File: src/rtl/bus_arb_intercon_pkg.sv
// Shared types and helpers for the multi-master bus interconnect.
//   intercon_state_e : FSM states of bus_arb_intercon
//   addr_hit()       : address-window test used by the slave decoder
//   MMAP_*           : system memory map (text RAM, data RAM, UART) that feeds
//                      the SLAVE_BASE / SLAVE_WORDS parameters of the intercon
package bus_arb_intercon_pkg;

  typedef enum logic [1:0] {
    ST_IDLE   = 2'd0,
    ST_ACTIVE = 2'd1,
    ST_ERR    = 2'd2,
    ST_RESP   = 2'd3
  } intercon_state_e;

  // mmap_defines: base byte address and size in 32-bit words per slave
  localparam logic [31:0] MMAP_TEXT_BASE  = 32'h0000_1000;
  localparam logic [31:0] MMAP_TEXT_WORDS = 32'h0000_0400;
  localparam logic [31:0] MMAP_DATA_BASE  = 32'h0001_0000;
  localparam logic [31:0] MMAP_DATA_WORDS = 32'h0000_0400;
  localparam logic [31:0] MMAP_UART_BASE  = 32'h0002_0000;
  localparam logic [31:0] MMAP_UART_WORDS = 32'h0000_0004;

  // Slave 0 is in the low slice
  localparam logic [95:0] MMAP_SLAVE_BASE  = {MMAP_UART_BASE,  MMAP_DATA_BASE,  MMAP_TEXT_BASE};
  localparam logic [95:0] MMAP_SLAVE_WORDS = {MMAP_UART_WORDS, MMAP_DATA_WORDS, MMAP_TEXT_WORDS};

  // Evaluated in 64 bits so base + size cannot wrap for any ADDR_W <= 32.
  function automatic logic addr_hit(input logic [63:0] addr,
                                    input logic [63:0] base,
                                    input logic [63:0] words,
                                    input logic [63:0] bytes_per_word);
    return (addr >= base) && (addr < base + words * bytes_per_word);
  endfunction

endpackage

File: src/rtl/bus_arb_intercon_rr_arbiter.sv
// Combinational round-robin arbiter.
//   req_i     : request vector
//   ptr_i     : index of the last granted requester
//   en_i      : grant enable; no grant when low
//   gnt_o     : one-hot grant to the first requester at or after ptr_i+1 (mod N)
//   gnt_idx_o : binary index of the granted requester
module rr_arbiter #(
  parameter int N = 2,
  localparam int IW = (N > 1) ? $clog2(N) : 1
) (
  input  logic [N-1:0]  req_i,
  input  logic [IW-1:0] ptr_i,
  input  logic          en_i,
  output logic [N-1:0]  gnt_o,
  output logic [IW-1:0] gnt_idx_o
);

  always_comb begin
    logic [IW-1:0] idx;
    logic          found;
    gnt_o     = '0;
    gnt_idx_o = '0;
    found     = 1'b0;
    idx       = '0;
    // Walk from ptr+1 around the ring; the owner of ptr itself is checked last.
    for (int k = 1; k <= N; k++) begin
      idx = IW'((int'(ptr_i) + k) % N);
      if (en_i && !found && req_i[idx]) begin
        found      = 1'b1;
        gnt_o[idx] = 1'b1;
        gnt_idx_o  = idx;
      end
    end
  end

endmodule

File: src/rtl/bus_arb_intercon.sv
// Multi-master / multi-slave bus interconnect, one transaction in flight.
//   clk_i, rst_ni          : clock (rising edge), async active-low reset
//   m_req_i/we/addr/wdata/be_i : per-master request, held until m_ack_o
//   m_ack_o, m_err_o       : one-cycle completion per master, err qualifies ack
//   m_rdata_o              : shared read data, valid with m_ack_o
//   s_req_o                : one-hot slave request
//   s_we/addr/wdata/be_o   : broadcast to slaves, addr is offset from slave base
//   s_ack_i, s_rdata_i     : per-slave completion and read data
//
// state  | meaning
// IDLE   | arbitrate, latch granted request, decode
// ACTIVE | s_req to selected slave, wait for its ack or timeout
// ERR    | decode miss, one cycle with no slave request
// RESP   | m_ack (and m_err) to the granted master for one cycle
module bus_arb_intercon
  import bus_arb_intercon_pkg::*;
#(
  parameter int NUM_MASTERS = 2,
  parameter int NUM_SLAVES  = 3,
  parameter int ADDR_W      = 32,
  parameter int DATA_W      = 32,
  parameter logic [NUM_SLAVES*ADDR_W-1:0] SLAVE_BASE  = '0,
  parameter logic [NUM_SLAVES*ADDR_W-1:0] SLAVE_WORDS = '0,
  parameter int TIMEOUT     = 255
) (
  input  logic                          clk_i,
  input  logic                          rst_ni,
  input  logic [NUM_MASTERS-1:0]        m_req_i,
  input  logic [NUM_MASTERS-1:0]        m_we_i,
  input  logic [NUM_MASTERS*ADDR_W-1:0] m_addr_i,
  input  logic [NUM_MASTERS*DATA_W-1:0] m_wdata_i,
  input  logic [NUM_MASTERS*DATA_W/8-1:0] m_be_i,
  output logic [NUM_MASTERS-1:0]        m_ack_o,
  output logic [NUM_MASTERS-1:0]        m_err_o,
  output logic [DATA_W-1:0]             m_rdata_o,
  output logic [NUM_SLAVES-1:0]         s_req_o,
  output logic                          s_we_o,
  output logic [ADDR_W-1:0]             s_addr_o,
  output logic [DATA_W-1:0]             s_wdata_o,
  output logic [DATA_W/8-1:0]           s_be_o,
  input  logic [NUM_SLAVES-1:0]         s_ack_i,
  input  logic [NUM_SLAVES*DATA_W-1:0]  s_rdata_i
);

  localparam int BE_W  = DATA_W / 8;
  localparam int MIW   = (NUM_MASTERS > 1) ? $clog2(NUM_MASTERS) : 1;
  localparam int SIW   = (NUM_SLAVES > 1) ? $clog2(NUM_SLAVES) : 1;
  localparam int CNT_W = $clog2(TIMEOUT + 1);

  intercon_state_e        state_q;
  logic [MIW-1:0]         ptr_q, gnt_q;
  logic [SIW-1:0]         sel_q;
  logic                   we_q;
  logic [ADDR_W-1:0]      addr_q;
  logic [DATA_W-1:0]      wdata_q, rdata_q;
  logic [BE_W-1:0]        be_q;
  logic [CNT_W-1:0]       cnt_q, cnt_d;
  logic [NUM_SLAVES-1:0]  s_req_q;
  logic [NUM_MASTERS-1:0] m_ack_q, m_err_q;

  logic [NUM_MASTERS-1:0] arb_gnt;
  logic [MIW-1:0]         arb_idx;
  logic [ADDR_W-1:0]      gaddr, off_d;
  logic [SIW-1:0]         sel_d;
  logic                   hit_d;
  logic [NUM_MASTERS-1:0] gnt_oh;
  logic                   sel_ack, timeout_hit;
  logic [DATA_W-1:0]      sel_rdata;

  rr_arbiter #(.N(NUM_MASTERS)) u_arb (
    .req_i     (m_req_i),
    .ptr_i     (ptr_q),
    .en_i      (state_q == ST_IDLE),
    .gnt_o     (arb_gnt),
    .gnt_idx_o (arb_idx)
  );

  assign gaddr = m_addr_i[int'(arb_idx)*ADDR_W +: ADDR_W];

  // Descending scan so the lowest matching slave index overrides the others.
  always_comb begin
    hit_d = 1'b0;
    sel_d = '0;
    off_d = '0;
    for (int i = NUM_SLAVES - 1; i >= 0; i--) begin
      if (addr_hit(64'(gaddr), 64'(SLAVE_BASE[i*ADDR_W +: ADDR_W]),
                   64'(SLAVE_WORDS[i*ADDR_W +: ADDR_W]), 64'(BE_W))) begin
        hit_d = 1'b1;
        sel_d = SIW'(i);
        off_d = gaddr - SLAVE_BASE[i*ADDR_W +: ADDR_W];
      end
    end
  end

  assign gnt_oh      = NUM_MASTERS'(1) << gnt_q;
  assign sel_ack     = s_ack_i[sel_q];
  assign sel_rdata   = s_rdata_i[int'(sel_q)*DATA_W +: DATA_W];
  assign cnt_d       = cnt_q + CNT_W'(1);
  assign timeout_hit = (cnt_d == CNT_W'(TIMEOUT));

  always_ff @(posedge clk_i or negedge rst_ni) begin
    if (!rst_ni) begin
      state_q <= ST_IDLE;
      ptr_q   <= MIW'(NUM_MASTERS - 1);
      gnt_q   <= '0;
      sel_q   <= '0;
      we_q    <= 1'b0;
      addr_q  <= '0;
      wdata_q <= '0;
      be_q    <= '0;
      rdata_q <= '0;
      cnt_q   <= '0;
      s_req_q <= '0;
      m_ack_q <= '0;
      m_err_q <= '0;
    end else begin
      case (state_q)
        ST_IDLE: begin
          if (|arb_gnt) begin
            gnt_q   <= arb_idx;
            ptr_q   <= arb_idx;
            we_q    <= m_we_i[arb_idx];
            addr_q  <= off_d;
            wdata_q <= m_wdata_i[int'(arb_idx)*DATA_W +: DATA_W];
            be_q    <= m_be_i[int'(arb_idx)*BE_W +: BE_W];
            sel_q   <= sel_d;
            cnt_q   <= '0;
            if (hit_d) begin
              s_req_q <= NUM_SLAVES'(1) << sel_d;
              state_q <= ST_ACTIVE;
            end else begin
              state_q <= ST_ERR;
            end
          end
        end
        ST_ACTIVE: begin
          cnt_q <= cnt_d;
          // A real ack wins over a timeout landing in the same cycle.
          if (sel_ack) begin
            s_req_q <= '0;
            m_ack_q <= gnt_oh;
            m_err_q <= '0;
            rdata_q <= we_q ? '0 : sel_rdata;
            state_q <= ST_RESP;
          end else if (timeout_hit) begin
            s_req_q <= '0;
            m_ack_q <= gnt_oh;
            m_err_q <= gnt_oh;
            rdata_q <= '0;
            state_q <= ST_RESP;
          end
        end
        ST_ERR: begin
          m_ack_q <= gnt_oh;
          m_err_q <= gnt_oh;
          rdata_q <= '0;
          state_q <= ST_RESP;
        end
        ST_RESP: begin
          m_ack_q <= '0;
          m_err_q <= '0;
          rdata_q <= '0;
          state_q <= ST_IDLE;
        end
        default: state_q <= ST_IDLE;
      endcase
    end
  end

  assign m_ack_o   = m_ack_q;
  assign m_err_o   = m_err_q;
  assign m_rdata_o = rdata_q;
  assign s_req_o   = s_req_q;
  assign s_we_o    = we_q;
  assign s_addr_o  = addr_q;
  assign s_wdata_o = wdata_q;
  assign s_be_o    = be_q;

endmodule

File: config.mk
export PLATFORM = sky130hd
export DESIGN_NAME = bus_arb_intercon
export DESIGN_NICKNAME = d
export VERILOG_FILES = /design/src/rtl/bus_arb_intercon_pkg.sv /design/src/rtl/bus_arb_intercon_rr_arbiter.sv /design/src/rtl/bus_arb_intercon.sv
export SDC_FILE = /design/constraint.sdc
export NUM_CORES = 1
export LEC_CHECK = 0
export ABC_AREA = 1
export BUFFER_PORTS_ARGS = -buffer_cell sky130_fd_sc_hd__buf_2
export CORE_AREA = 2 2 136 138
export DETAILED_ROUTE_END_ITERATION = 12
export DIE_AREA = 0 0 138 140
export PLACE_DENSITY = 0.61
export RECOVER_POWER = 100
export SETUP_SLACK_MARGIN = 0.3
export SYNTH_ARGS = -nofsm -noshare
export SYNTH_HDL_FRONTEND = slang
export SYNTH_SLANG_ARGS = --single-unit
File: constraint.sdc
create_clock -name clk_i -period 4.6 [get_ports clk_i]
set_input_delay 0.92 -clock clk_i [delete_from_list [all_inputs] [get_ports clk_i]]
set_output_delay 0.92 -clock clk_i [all_outputs]
set_load 0.01 [all_outputs]
==> results.txt <==
kind of critical path: flip-flop to flip-flop
fin cells: 978
outcome: finished with violations
setup TNS: 0 ns
Yosys Warn Count: 0
vias: 4,299
Highest Signal Layer: met5
initial antenna violation count: 2
CP startpoint kind: flip-flop
Final Cycle Share: 0.670
Post-DRT Antenna Nets: 0
Remaining DRCs: 0
final wirelength: 13.4 mm
HPWL Detailed: 9.15 mm
top cell type by total area after synthesis: dfrtp_1
Via density: 4.40
first-pass GRT wire length: 21.4 mm
CP max FO: 40
Peak VDD IR: 0.193 mV
CP max stage cell: clkbuf_1
critical path arrival: 3.28 ns
Placed Area: 0.00552 mm2
crit path capture type: flip-flop
register area share after synthesis: 0.466
DRT Pass-1 Iters: 4
RePlAce Congestion: 0.775
most common cell after layout, fill and taps aside: buf_2
CTS Hold Buffers Added: 0
CTS Buf Count: 9
Max Clock Freq: 0.324 GHz
total power: 3.53 mW
dpl cells: 961
number of global-route vias before repair: 4,109
synthesized flop and latch total: 85
worst setup margin: 1.52 ns
Final nets: 991
Max Slew Vio Count: 111
Worst-path clk slew: 0.06 ns
synthesis-to-layout area growth: 25.1%
Die H: 140 um
final setup skew: 0.0133 ns
Data required, critical path: 4.79 ns
Critical Path Max Stage Delay: 1.14 ns
relative slew slack: -0.266
P per Cell Area: 618 mW/mm2
setup repair bufs after CTS: 0
total track usage: 0.139
hold slack: 0.468 ns
post-synth cell types: 26
leakage power: 2.92 nW
crit-path cells: inv_1, ha_1, nand2_1, nand2_1, clkbuf_1, nor2_1, a21oi_1, o21ai_0
std cell rows: 49
Ports: 349
WL met1: 5.83 mm
Crit path max-delay family: buffers and inverters
routed len/inst: 13.7 um
area of the mapped netlist: 0.00457 mm2
buffers and inverters on the worst path: 2
met2 wire len: 5.96 mm
Initial Utilization: 0.257
CTS Root Cell: clkbuf_16
clock insertion delay at the later pin of the skew report: 0.34 ns
fill count: 1,966
final hold violation count: 0
synthesized area per cell: 7.92 um2
Gates resized, CTS repair: 0
fin crit period: 3.08 ns
Max-cap violations: 3
post-synth top area share: 0.460
H-tree depth: 3
Die Footprint: 0.0193 mm2
worst slew pin tran: 1.90 ns
Setup Viol. Count Final: 0
Die W: 138 um
met3 routed WL: 1.26 mm
failing checks: max-capacitance violations, max-slew violations
post-route cell area: 0.00571 mm2
largest net degree at the start of global routing: 57
Util after Layout: 0.321
commonest cells after routing, fill and taps aside: 109 x buf_2, 106 x nand2_1, 84 x dfrtp_1
Worst path most repeated cell: nand2_1
share of layout cells above drive strength 1: 0.201
grt total ovfl: 0
core area: 0.0178 mm2
Hold WC Path Type: flip-flop to flip-flop
CTS sink count: 85
CTS tree: yes
synth top area cells: dfrtp_1 46%, nand2_1 8.6%, o21ai_0 8.3%
clock buffer depth: 2
# port buffers: 183
drt initial violations: 150
pre-CTS setup slack: 2.13 ns
Syn Inst Count: 577
RSZ-0062 raised after global routing: false
[logic make-up after synthesis]
logic type,share of synthesized area
AO/OA/AOI/OAI,0.136
XOR/XNOR,0.00192
adder cells (fa/ha/maj),0.0192
buffers and inverters,0.141
flip-flops,0.466
other,0.000821
AND/OR/NAND/NOR,0.236
[cells in the mapped netlist, drive strengths merged]
master / instances
a21oi: 38
buf: 45
clkbuf: 26
conb: 1
dfrtp: 84
dfstp: 1
ha: 7
inv: 51
nand2: 110
nand3: 80
nor2: 49
o21ai: 77
o22ai: 7
xor2: 1
[layout make-up]
class,instances,area (um2),area share
sequential,85,2130,0.372
multi-input combinational,404,1910,0.335
timing repair buffer,192,883,0.155
tap,229,287,0.0501
clock buffer,10,239,0.0418
inverter,51,191,0.0335
clock inverter,6,68.8,0.0120
antenna,1,2.50,0.000438
[routing by layer]
layer  vias to the layer above  global-route usage
li1                       2136                   -
met1                      1961               0.174
met2                       180               0.215
met3                        20              0.0574
met4                         2              0.0521
met5                         -                   0
[worst reg2reg max path: cells and delay by family (launching register included)]
kind	cells	cell delay, ns
adders and majority gates	1	0.19
DFF	1	0.43
AOI/OAI and AO/OA	2	0.76
buffers and inverters	2	1.24
and+or+nand+nor	3	0.31
[final timing paths]
check | startpoint | endpoint | slack, ns | depth (start not counted)
setup reg to reg | state_q[0]$_DFFE_PN0P_ | cnt_q[0]$_DFFE_PN0P_ | 1.52 | 8
max in group asynchronous | rst_ni | s_wdata_o[2]$_DFFE_PN0P_ | 1.88 | 2
min in group asynchronous | rst_ni | m_rdata_o[10]$_DFFE_PN0P_ | 0.66 | 1
hold reg to reg | m_rdata_o[3]$_DFFE_PN0P_ | m_rdata_o[3]$_DFFE_PN0P_ | 0.47 | 2
setup / recovery | state_q[0]$_DFFE_PN0P_ | cnt_q[0]$_DFFE_PN0P_ | 1.52 | 8
hold / removal | m_rdata_o[3]$_DFFE_PN0P_ | m_rdata_o[3]$_DFFE_PN0P_ | 0.47 | 2
[power breakdown]
| group | total, mW | internal (mW) | switching [mW] |
|---|---|---|---|
| Clock | 0.763 | 0.440 | 0.323 |
| Combinational | 1.50 | 0.466 | 1.04 |
| Sequential | 1.27 | 1.07 | 0.201 |
[state kept, by name, summed over array words and instances, names as in the netlist]
| register | cells |
|---|---|
| state_q | 2 |
| cnt_q | 8 |
| gnt_q | 1 |
| ptr_q | 1 |
| m_ack_o | 2 |
| s_we_o | 1 |
| m_rdata_o | 32 |
| s_wdata_o | 32 |
| m_err_o | 2 |
| s_be_o | 4 |
(Power assumes the default switching activity.)
